**config.mk**
```make
export PLATFORM = sky130hd
export DESIGN_NAME = uart_rx_mm
export DESIGN_NICKNAME = d
export VERILOG_FILES = /design/src/rtl/uart_rx_mm.sv
export SDC_FILE = /design/constraint.sdc
export NUM_CORES = 1
export LEC_CHECK = 0
export CAP_MARGIN = 15
export CORE_MARGIN = 5
export CORE_UTILIZATION = 55
export CTS_BUF_LIST = sky130_fd_sc_hd__clkbuf_16
export DETAILED_ROUTE_END_ITERATION = 8
export GPL_TIMING_DRIVEN = 1
export PLACE_DENSITY = 0.77
export SYNTH_ARGS = -nofsm -noshare
export SYNTH_HDL_FRONTEND = slang
export SYNTH_SLANG_ARGS = --single-unit
```
**constraint.sdc**
```tcl
create_clock -name clk_i -period 5.71 [get_ports clk_i]
set_input_delay 1.142 -clock clk_i [delete_from_list [all_inputs] [get_ports clk_i]]
set_output_delay 1.142 -clock clk_i [all_outputs]
set_load 0.05 [all_outputs]
```
**src/rtl/uart_rx_mm.sv**
```systemverilog
`default_nettype none
// ============================================================================
// uart_rx_mm : memory-mapped 8N1 UART receiver with receive FIFO and registered read port
// Revision   : 1.0
// ============================================================================
module uart_rx_mm #(
   parameter int DW        = 32,
   parameter int DEPTH     = 8,
   parameter int DIV_RESET = 868
) (
   input  logic          clk_i,
   input  logic          rst_i,
   input  logic          cs_i,
   input  logic          we_i,
   input  logic [1:0]    addr_i,
   input  logic [DW-1:0] wdata_i,
   output logic [DW-1:0] rdata_o,
   input  logic          rx_i,
   output logic          irq_o
);

   localparam int c_PTR_W = $clog2(DEPTH);
   localparam int c_CNT_W = c_PTR_W + 1;
   localparam logic [c_CNT_W-1:0] c_FULL = c_CNT_W'(DEPTH);

   typedef enum logic [1:0] {
      S_IDLE  = 2'd0,
      S_START = 2'd1,
      S_DATA  = 2'd2,
      S_STOP  = 2'd3
   } state_t;

   state_t             state_q;
   logic [15:0]        cnt_q;
   logic [15:0]        div_l_q;
   logic [15:0]        baud_q;
   logic [2:0]         bit_idx_q;
   logic [7:0]         shreg_q;
   logic               rx_meta_q;
   logic               rx_s_q;
   logic               rx_p_q;

   logic [7:0]         mem_q [DEPTH];
   logic [c_PTR_W-1:0] wr_ptr_q;
   logic [c_PTR_W-1:0] rd_ptr_q;
   logic [c_CNT_W-1:0] count_q;
   logic [c_CNT_W-1:0] count_d;
   logic               overrun_q;
   logic               frame_err_q;
   logic               irq_q;
   logic [DW-1:0]      rdata_q;

   logic               w_sample;
   logic               w_push_req;
   logic               w_frame_bad;
   logic               w_rd;
   logic               w_wr;
   logic               w_full;
   logic               w_empty;
   logic               w_pop;
   logic               w_push;
   logic [15:0]        w_div_wr;
   logic [DW-1:0]      w_rdata;

   assign w_sample    = (cnt_q == 16'd0);
   assign w_push_req  = (state_q == S_STOP) && w_sample && rx_s_q;
   assign w_frame_bad = (state_q == S_STOP) && w_sample && !rx_s_q;
   assign w_rd        = cs_i && !we_i;
   assign w_wr        = cs_i && we_i;
   assign w_full      = (count_q == c_FULL);
   assign w_empty     = (count_q == '0);
   assign w_pop       = w_rd && (addr_i == 2'd0) && !w_empty;
   // A same-cycle pop frees the slot, so a full FIFO still accepts the push.
   assign w_push      = w_push_req && (!w_full || w_pop);
   assign w_div_wr    = (wdata_i[15:0] < 16'd4) ? 16'd4 : wdata_i[15:0];

   always_comb begin
      count_d = count_q;
      if (w_push && !w_pop) begin
         count_d = count_q + c_CNT_W'(1);
      end else if (!w_push && w_pop) begin
         count_d = count_q - c_CNT_W'(1);
      end
   end

   always_comb begin
      w_rdata = '0;
      case (addr_i)
         2'd0: begin
            if (!w_empty) begin
               w_rdata[DW-1] = 1'b1;
               w_rdata[7:0]  = mem_q[rd_ptr_q];
            end
         end
         2'd1: begin
            w_rdata[c_CNT_W+3:4] = count_q;
            w_rdata[3]           = frame_err_q;
            w_rdata[2]           = overrun_q;
            w_rdata[1]           = w_full;
            w_rdata[0]           = !w_empty;
         end
         2'd2: begin
            w_rdata[15:0] = baud_q;
         end
         default: begin
            w_rdata = '0;
         end
      endcase
   end

   always_ff @(posedge clk_i) begin
      if (rst_i) begin
         rx_meta_q <= 1'b1;
         rx_s_q    <= 1'b1;
         rx_p_q    <= 1'b1;
      end else begin
         rx_meta_q <= rx_i;
         rx_s_q    <= rx_meta_q;
         rx_p_q    <= rx_s_q;
      end
   end

   always_ff @(posedge clk_i) begin
      if (rst_i) begin
         state_q   <= S_IDLE;
         cnt_q     <= '0;
         div_l_q   <= 16'(DIV_RESET);
         bit_idx_q <= '0;
         shreg_q   <= '0;
      end else begin
         case (state_q)
            S_IDLE: begin
               if (rx_p_q && !rx_s_q) begin
                  div_l_q <= baud_q;
                  cnt_q   <= baud_q >> 1;
                  state_q <= S_START;
               end
            end
            S_START: begin
               if (!w_sample) begin
                  cnt_q <= cnt_q - 16'd1;
               end else if (!rx_s_q) begin
                  cnt_q     <= div_l_q - 16'd1;
                  bit_idx_q <= '0;
                  state_q   <= S_DATA;
               end else begin
                  state_q <= S_IDLE;
               end
            end
            S_DATA: begin
               if (!w_sample) begin
                  cnt_q <= cnt_q - 16'd1;
               end else begin
                  shreg_q   <= {rx_s_q, shreg_q[7:1]};
                  bit_idx_q <= bit_idx_q + 3'd1;
                  cnt_q     <= div_l_q - 16'd1;
                  if (bit_idx_q == 3'd7) begin
                     state_q <= S_STOP;
                  end
               end
            end
            S_STOP: begin
               if (!w_sample) begin
                  cnt_q <= cnt_q - 16'd1;
               end else begin
                  state_q <= S_IDLE;
               end
            end
            default: begin
               state_q <= S_IDLE;
            end
         endcase
      end
   end

   always_ff @(posedge clk_i) begin
      if (w_push) begin
         mem_q[wr_ptr_q] <= shreg_q;
      end
   end

   always_ff @(posedge clk_i) begin
      if (rst_i) begin
         wr_ptr_q    <= '0;
         rd_ptr_q    <= '0;
         count_q     <= '0;
         irq_q       <= 1'b0;
         overrun_q   <= 1'b0;
         frame_err_q <= 1'b0;
         rdata_q     <= '0;
         baud_q      <= 16'(DIV_RESET);
      end else begin
         if (w_push) begin
            wr_ptr_q <= wr_ptr_q + c_PTR_W'(1);
         end
         if (w_pop) begin
            rd_ptr_q <= rd_ptr_q + c_PTR_W'(1);
         end
         count_q <= count_d;
         irq_q   <= (count_d != '0);

         // Hardware set has priority over a write-1-to-clear in the same cycle.
         if (w_push_req && !w_push) begin
            overrun_q <= 1'b1;
         end else if (w_wr && (addr_i == 2'd1) && wdata_i[2]) begin
            overrun_q <= 1'b0;
         end
         if (w_frame_bad) begin
            frame_err_q <= 1'b1;
         end else if (w_wr && (addr_i == 2'd1) && wdata_i[3]) begin
            frame_err_q <= 1'b0;
         end

         if (w_rd) begin
            rdata_q <= w_rdata;
         end
         if (w_wr && (addr_i == 2'd2)) begin
            baud_q <= w_div_wr;
         end
      end
   end

   assign rdata_o = rdata_q;
   assign irq_o   = irq_q;

endmodule
`default_nettype wire

```
==> results of run 1 <==
## state kept, by name (all words and copies together) (netlist names), 4 cells and up, named ones only
register,cells
mem_q,64
rdata_o,17
baud_q,16
cnt_q,16
div_l_q,16
shreg_q,8
count_q,4
## through the flow
stage               hold WS (ns)  util, %  cells  power (uW)
floorplan                 0.3895        -    741        1692
global route              0.4329    63.56    940        3050
detailed placement        0.4061    58.82    905        1815
CTS                       0.4195    63.25    937        2923
finish                    0.4146    63.56    940        2931
global placement          0.4030    58.82    905        1798
## cells by family after synthesis
group | after synthesis | share of synthesized area, %
flip-flops | 161 | 52.59
buffers and inverters | 70 | 4.564
AND/OR/NAND/NOR | 280 | 18.10
AO/OA/AOI/OAI | 148 | 12.77
other | 1 | 0.05104
XOR/XNOR | 26 | 3.099
adder cells (fa/ha/maj) | 15 | 2.554
multiplexers | 26 | 6.267
## worst paths after layout
path                                         endpoint  slack [ns]
worst max-delay path            mem_q[2][5]$_DFFE_PP_        1.86
worst min-delay path                rx_s_q$_SDFF_PP1_        0.41
worst max register to register  mem_q[2][5]$_DFFE_PP_        2.40
worst min register to register      rx_s_q$_SDFF_PP1_        0.41
## cells in the final DEF (no fill, tap or decap), drive strengths merged, types with 8 or more instances in the layout
master,count
conb,15
edfxtp,64
nand2b,8
or2,8
mux4,16
a21oi,58
a22oi,12
nand3,18
ha,15
clkbuf,17
dfxtp,97
o21ai,26
mux2i,10
nand2,119
nor3,18
xor2,14
clkdlybuf4s50,39
xnor2,12
inv,22
nor2,56
## Yosys cell counts (3+ instances only)
cell type  number  share of area (%)
nand2_1       119                6.1
dfxtp_1        97                 26
edfxtp_1       64                 26
a21oi_1        58                4.0
nor2_1         56                2.9
clkbuf_1       30                1.5
o21ai_0        26                1.8
nand3_1        18                1.2
nor3_1         18                1.2
mux4_2         16                4.9
buf_4          15                1.5
ha_1           15                2.6
inv_1          15               0.77
xor2_1         14                1.7
a22oi_1        12                1.2
xnor2_1        12                1.4
mux2i_1        10                1.4
nand2b_1        8               0.68
buf_2           7               0.48
or3_1           7               0.60
a221oi_1        6               0.72
nor4_1          6               0.51
o211ai_1        6               0.61
or2_2           6               0.51
a211oi_1        5               0.51
and3_1          5               0.43
nand4_1         5               0.43
nand4b_1        5               0.60
nor3b_1         5               0.51
o221ai_1        5               0.60
a31oi_1         4               0.34
and2_1          4               0.34
nor2b_1         4               0.34
o22ai_1         4               0.34
o31ai_1         4               0.41
or4_1           4               0.41
o21a_1          3               0.31
o41ai_1         3               0.36
## layer usage
| layer | global-route usage [%] | wire length (um) | up-vias |
|---|---|---|---|
| met1 | 26.40 | 6971 | 2767 |
| met4 | 8.673 | 481 | 0 |
| met3 | 5.885 | 1105 | 37 |
| met5 | 0 | 0 | - |
| li1 | - | - | 2647 |
| met2 | 37.79 | 8701 | 216 |
## final cells by class
class	count	share of cell area, %
clock buffer	17	5.075
clock inverter	15	1.896
timing repair buffer	46	5.463
multi-input combinational	510	38.18
tap	176	2.627
sequential	161	46.09
inverter	15	0.6716
## report_power, final
group | switching, uW | internal, uW | total, uW
clock network | 473 | 649 | 1120
registers | 44.1 | 1220 | 1260
logic | 353 | 193 | 546
==> results.yml, run 1 <==
global_routing:
  track_usage_pct: 22.02
  grt_overflow_total: 0
  grt_pass1_wl_mm: 27.27
  grt_pass1_vias: 5317
  antenna_found_initial: 0
  grt_max_degree: 47
critical_path:
  critPathLaunchType: "input port"
  crit_start: "addr_i[1]"
  path_buf_inv: 1
  cp.arrival_ns: 3.91
  r2r_start: "cnt_q[0]$_SDFFE_PP0P_"
  worstPathCellList: "clkdlybuf4s50_1, or4b_4, or2_1, nand2_1, nand2_1, or2_2, nor2_1"
  critPathKind: "in -> reg"
  crit_family: "simple AND/OR/NAND/NOR gates"
  cp.depth: 7
  slowest_stage: "or4b_4"
  cpMostUsedCell: "nand2_1"
  crit_required_ns: 5.77
  critPathMaxStageDelay_ns: 0.63
  end_kind: "flip-flop"
  reg2reg_depth: 8
  worstPathMaxFanout: 12
layout:
  seq_area_sq_um: 3864
  diodes: 0
  multiInputGateArea_sq_um: 3201
  fillers: 1014
  area_delta_synth_final_pct: 14.10
  drive_above_1_share_pct: 8.770
  nets: 805
  final_area_sq_um: 8383
clocking:
  post-cts-setup-buffers: 0
  htreeDepth: 4
  cts_tree: "yes"
  cts_made_buffers: 17
  numClockSinks: 161
  cts_max_path_buffers: 2
  cts_hold_buf: 0
  clock_latency_ns: 0.43
  root_buffer: "clkbuf_16"
  cts_resized: 0
  path_clk_slew_ns: 0.06
sta:
  relSlewSlack_pct: 40.09
  worstMarginPinSlew_ns: 0.8953
  tns_ns: 0
  fin_skew_ns: 0.007743
  period_needed_ns: 3.850
  setup_viol: 0
  fin_ws_ns: 1.860
  clock.fmax_mhz: 259.8
  hold_viol_final: 0
  fin_crit_sh_pct: 67.42
  rsz0062_at_grt: "no"
  finalMaxSlewViolations: 0
die:
  die_y_um: 125.6
  ios: 72
  coreArea_sq_um: 13190
  dieArea_sq_um: 15770
  rows: 42
  die_w_um: 125.6
  initial_core_util_pct: 55.70
power_and_ir_drop:
  p_leak_uw: 0.002916
  peakVddDrop_mv: 0.2795
  power_density_nw_per_um2: 349.6
route:
  firstDrtPassIters: 5
  antenna_left: 0
  drt_wl_total_mm: 17.26
  drc: 0
  drt_iter0_drc: 471
  wl_per_cell_um: 18.36
  routed_via_density: 6.029
  vias: 5667
synthesis:
  synth_flop_cell: "dfxtp_1"
  syn_avg_cell_area_sq_um: 10.11
  synth.distinct_cells: 57
  yosysSeqAreaShare_pct: 52.59
  yosysWarnings: 0
  ys_async_sr_fraction_pct: 0
  synth-edff-count: 64
  syn-cell-area_sq_um: 7347
  synth-seq-cells: 161
  synth_cells: 727
hold_path:
  hold_depth: 1
  min_from: "rx_meta_q$_SDFF_PP1_"
  hp-class: "reg -> reg"
placement:
  place_area_sq_um: 7759
  numPortBuffers: 40
  dpl_worst_slack_ns: 1.390
  dp_hpwl_mm: 12.19
  place_congestion: 0.9143
run:
  drv_cap: 0
run_status:
  status: "finished, final reports clean"
Power figures use the tool's default switching activity.
==> inputs of run 2 (changes only) <==
Settings changed: CORE_UTILIZATION 55 to 52.
Clock period 5.71 ns to 3.2 ns, I/O delays scaled along.
==> results.yml, run 2 (synthesis gave the netlist of run 1 again) <==
run_status:
  status: "finished, final reports clean"
power_and_ir_drop:
  finalPower_uw: 5348
  power_density_nw_per_um2: 624.5
  peakVddDrop_mv: 0.7044
  p_leak_uw: 0.003023
critical_path:
  crit_required_ns: 3.33
  worstPathMaxFanout: 8
  cp.arrival_ns: 2.88
  critPathKind: "in -> reg"
  end_kind: "flip-flop"
  critPathLaunchType: "input port"
  r2r_slack_ns: 0.50
layout:
  final_area_sq_um: 8563
  largest_register: "mem_q"
  nets: 826
  final_common_cell: "nand2_1"
  area_delta_synth_final_pct: 16.55
  post-route-util_pct: 61.69
  diodes: 0
  fillers: 1151
  largest_register_ffs: 64
  drive_above_1_share_pct: 11.46
  layout_common_cells: "119 x nand2_1, 97 x dfxtp_1, 64 x edfxtp_1"
die:
  ios: 72
  rows: 43
  dieArea_sq_um: 16610
  initial_core_util_pct: 52.93
  die_w_um: 128.9
  coreArea_sq_um: 13880
  die_y_um: 128.9
sta:
  whs_ns: 0.4245
  worstMarginPinSlew_ns: 0.9676
  hold_viol_final: 0
  period_needed_ns: 2.742
  fin_skew_ns: 0.007515
  rsz0062_at_grt: "no"
  fin_crit_sh_pct: 85.69
  finalMaxSlewViolations: 0
  clock.fmax_mhz: 364.7
  relSlewSlack_pct: 35.25
  setup_viol: 0
  tns_ns: 0
clocking:
  cts_hold_buf: 0
  clock_latency_ns: 0.42
  post-cts-setup-buffers: 0
  numClockSinks: 161
  cts_resized: 0
  root_buffer: "clkbuf_16"
  path_clk_slew_ns: 0.07
  htreeDepth: 4
  cts_made_buffers: 17
  cts_max_path_buffers: 2
  cts_tree: "yes"
route:
  antenna_left: 0
  wl_per_cell_um: 19.06
  drt_iter0_drc: 373
  firstDrtPassIters: 6
  drt_wl_total_mm: 18.40
  drc: 0
  routed_via_density: 5.921
  vias: 5714
global_routing:
  grt_max_degree: 49
  grt_overflow_total: 0
  antenna_found_initial: 0
  grt_pass1_vias: 5348
  track_usage_pct: 22.56
  grt_pass1_wl_mm: 28.59
placement:
  place_congestion: 0.9394
  dp_hpwl_mm: 13.06
  place_area_sq_um: 7944
  numPortBuffers: 40
run:
  drv_cap: 0
hold_path:
  hp-class: "reg -> reg"
==> run 2: path summary, 6_finish.rpt <==
check	startpoint	endpoint	cells past startpoint
max	cs_i	mem_q[0][2]$_DFFE_PP_	8
min	rx_meta_q$_SDFF_PP1_	rx_s_q$_SDFF_PP1_	1
max reg2reg	cnt_q[0]$_SDFFE_PP0P_	mem_q[0][2]$_DFFE_PP_	9
min reg2reg	rx_meta_q$_SDFF_PP1_	rx_s_q$_SDFF_PP1_	1
==> run 2: routing by layer <==
metal	routed length, um	GRT usage (%)
met1	7448	28.05
met2	9371	37.99
met3	923	4.940
met4	652	9.636
met5	0	0
==> run 2: metrics by stage <==
stage,std cells,setup slack [ns]
global placement,933,0.07564
global route,965,0.2535
finish,965,0.4581
detailed placement,933,0.04513
CTS,965,0.4913
floorplan,741,0.1855
==> run 2: where the power goes <==
| group | switching (uW) | internal (uW) |
|---|---|---|
| clock network | 904 | 1190 |
| logic | 624 | 375 |
| registers | 81.3 | 2170 |
| total | 1610 | 3740 |
==> run 2: final cells by class <==
class / instances / area [sq um] / area share (%)
repair buffers: 67 / 598.1 / 6.984
multi-input cells: 510 / 3201 / 37.38
flip-flops and latches: 161 / 3864 / 45.12
inverters: 15 / 56.30 / 0.6575
well taps: 180 / 225.2 / 2.630
clock inverters: 15 / 193.9 / 2.265
clock buffers: 17 / 425.4 / 4.968
==> run 2: critical path, cell delays in order <==
cell and delay [ns]:
clkdlybuf4s50_1 0.58, or4b_4 0.51, or2_1 0.24, nand2_1 0.10, nand2_1 0.11, or2_2 0.34, nor3_1 0.15, buf_4 0.20
==> inputs of run 3 (changes only) <==
Settings changed: CORE_MARGIN 5 to 2.
==> results.yml, run 3 (synthesis gave the netlist of run 1 again) <==
critical_path:
  cp.arrival_ns: 2.87
  slowest_stage: "dfxtp_1"
  critPathLaunchType: "flip-flop"
  critPathKind: "reg -> reg"
  crit_required_ns: 3.34
  end_kind: "flip-flop"
  worstPathCellList: "inv_1, ha_1, nor4b_1, and4_1, and3_1, nand2_1, or2_2, nor3_1, buf_4"
  critPathMaxStageDelay_ns: 0.36
  worstPathMaxFanout: 8
route:
  antenna_left: 0
  drt_wl_total_mm: 17.88
  drt_iter0_drc: 508
  drc: 0
  wl_per_cell_um: 18.51
  firstDrtPassIters: 5
  vias: 5666
  routed_via_density: 5.865
global_routing:
  grt_pass1_vias: 5474
  use_met2_pct: 41.30
  track_usage_pct: 24.60
  globalRouteMet3Util_pct: 5.948
  grt_overflow_total: 0
  grt_max_degree: 81
  antenna_found_initial: 0
  met1_usage_pct: 29.88
  busiest_layer: "met2"
  grt_pass1_wl_mm: 27.88
run_status:
  status: "finished, final reports clean"
die:
  coreArea_sq_um: 13830
  die_w_um: 122.9
  die_y_um: 122.9
  initial_core_util_pct: 53.14
  rows: 43
  ios: 72
  dieArea_sq_um: 15100
power_and_ir_drop:
  power_density_nw_per_um2: 618.5
  finalPower_uw: 5286
  p_leak_uw: 0.003012
  peakVddDrop_mv: 0.4605
placement:
  numPortBuffers: 40
  dp_hpwl_mm: 12.58
  place_congestion: 0.8824
sta:
  period_needed_ns: 2.730
  fin_skew_ns: 0.008981
  finalMaxSlewViolations: 0
  hold_viol_final: 0
  tns_ns: 0
  fin_crit_sh_pct: 85.33
  clock.fmax_mhz: 366.2
  setup_viol: 0
  worstMarginPinSlew_ns: 0.9095
  rsz0062_at_grt: "no"
  relSlewSlack_pct: 39.14
layout:
  largest_register: "mem_q"
  seq_area_sq_um: 3864
  layout_common_cells: "119 x nand2_1, 97 x dfxtp_1, 64 x edfxtp_1"
  area_delta_synth_final_pct: 16.31
  nets: 827
  fillers: 1066
  diodes: 0
  final_common_cell: "nand2_1"
  multiInputGateArea_sq_um: 3201
  drive_above_1_share_pct: 11.45
  largest_register_ffs: 64
clocking:
  clock_latency_ns: 0.43
  cts_hold_buf: 0
  htreeDepth: 4
  cts_max_path_buffers: 2
  path_clk_slew_ns: 0.07
  cts_resized: 0
  cts_made_buffers: 17
  post-cts-setup-buffers: 0
  numClockSinks: 161
  root_buffer: "clkbuf_16"
  cts_tree: "yes"
run:
  drv_cap: 0
hold_path:
  hp-class: "reg -> reg"
## run 3: cell count changes in the layout (fill, tap and decap cells not counted), sizes merged
| cell | previous run | this run |
|---|---|---|
| clkinvlp | 2 | 3 |
| bufinv | 2 | 1 |
| inv | 21 | 22 |
| buf | 28 | 29 |
| clkinv | 5 | 4 |
## run 3: power by group
group | total (uW) | leakage, uW | switching, uW | internal, uW
Sequential | 2250 | 0.00138 | 79.9 | 2170
Clock | 2020 | 0.000281 | 915 | 1110
Combinational | 1010 | 0.00135 | 624 | 383
## run 3: through the flow
step / hold WS [ns] / util (%) / area, sq um / instances / setup WS, ns
6_report: 0.4245 / 61.80 / 8546 / 966 / 0.4695
5_1_grt: 0.4310 / 61.80 / 8546 / 966 / 0.2713
3_3_place_gp: 0.3992 / 57.51 / 7951 / 934 / 0.1311
4_1_cts: 0.4325 / 61.80 / 8546 / 966 / 0.5092
3_5_place_dp: 0.4144 / 57.51 / 7951 / 934 / 0.1020
2_1_floorplan: 0.3895 / - / 7400 / 741 / 0.1855
## run 3: final timing paths
| check | depth (start not counted) | to | start | slack, ns |
|---|---|---|---|---|
| setup / recovery | 9 | mem_q[0][4]$_DFFE_PP_ | cnt_q[0]$_SDFFE_PP0P_ | 0.47 |
| hold / removal | 1 | rx_s_q$_SDFF_PP1_ | rx_meta_q$_SDFF_PP1_ | 0.42 |
| setup reg to reg | 9 | mem_q[0][4]$_DFFE_PP_ | cnt_q[0]$_SDFFE_PP0P_ | 0.47 |
| hold reg to reg | 1 | rx_s_q$_SDFF_PP1_ | rx_meta_q$_SDFF_PP1_ | 0.42 |
## run 3: layout make-up
type | count | share of cell area, %
sequential | 161 | 45.21
multi-input combinational | 510 | 37.45
timing repair buffer | 68 | 7.086
clock buffer | 17 | 4.978
tap | 180 | 2.635
clock inverter | 15 | 1.977
inverter | 15 | 0.6589
## run 3: metal layers
metal	share of wire, %	vias to the layer above
li1	-	2684
met1	40	2737
met2	50	194
met3	5.9	51
met4	4.0	0
met5	0	-
## run 3: worst max-delay path, delay by kind of cell, from the launching register on
kind                       cells  cell delay [ns]
and+or+nand+nor                6             1.60
DFF                            1             0.36
adders and majority gates      1             0.18
buffers and inverters          2             0.30
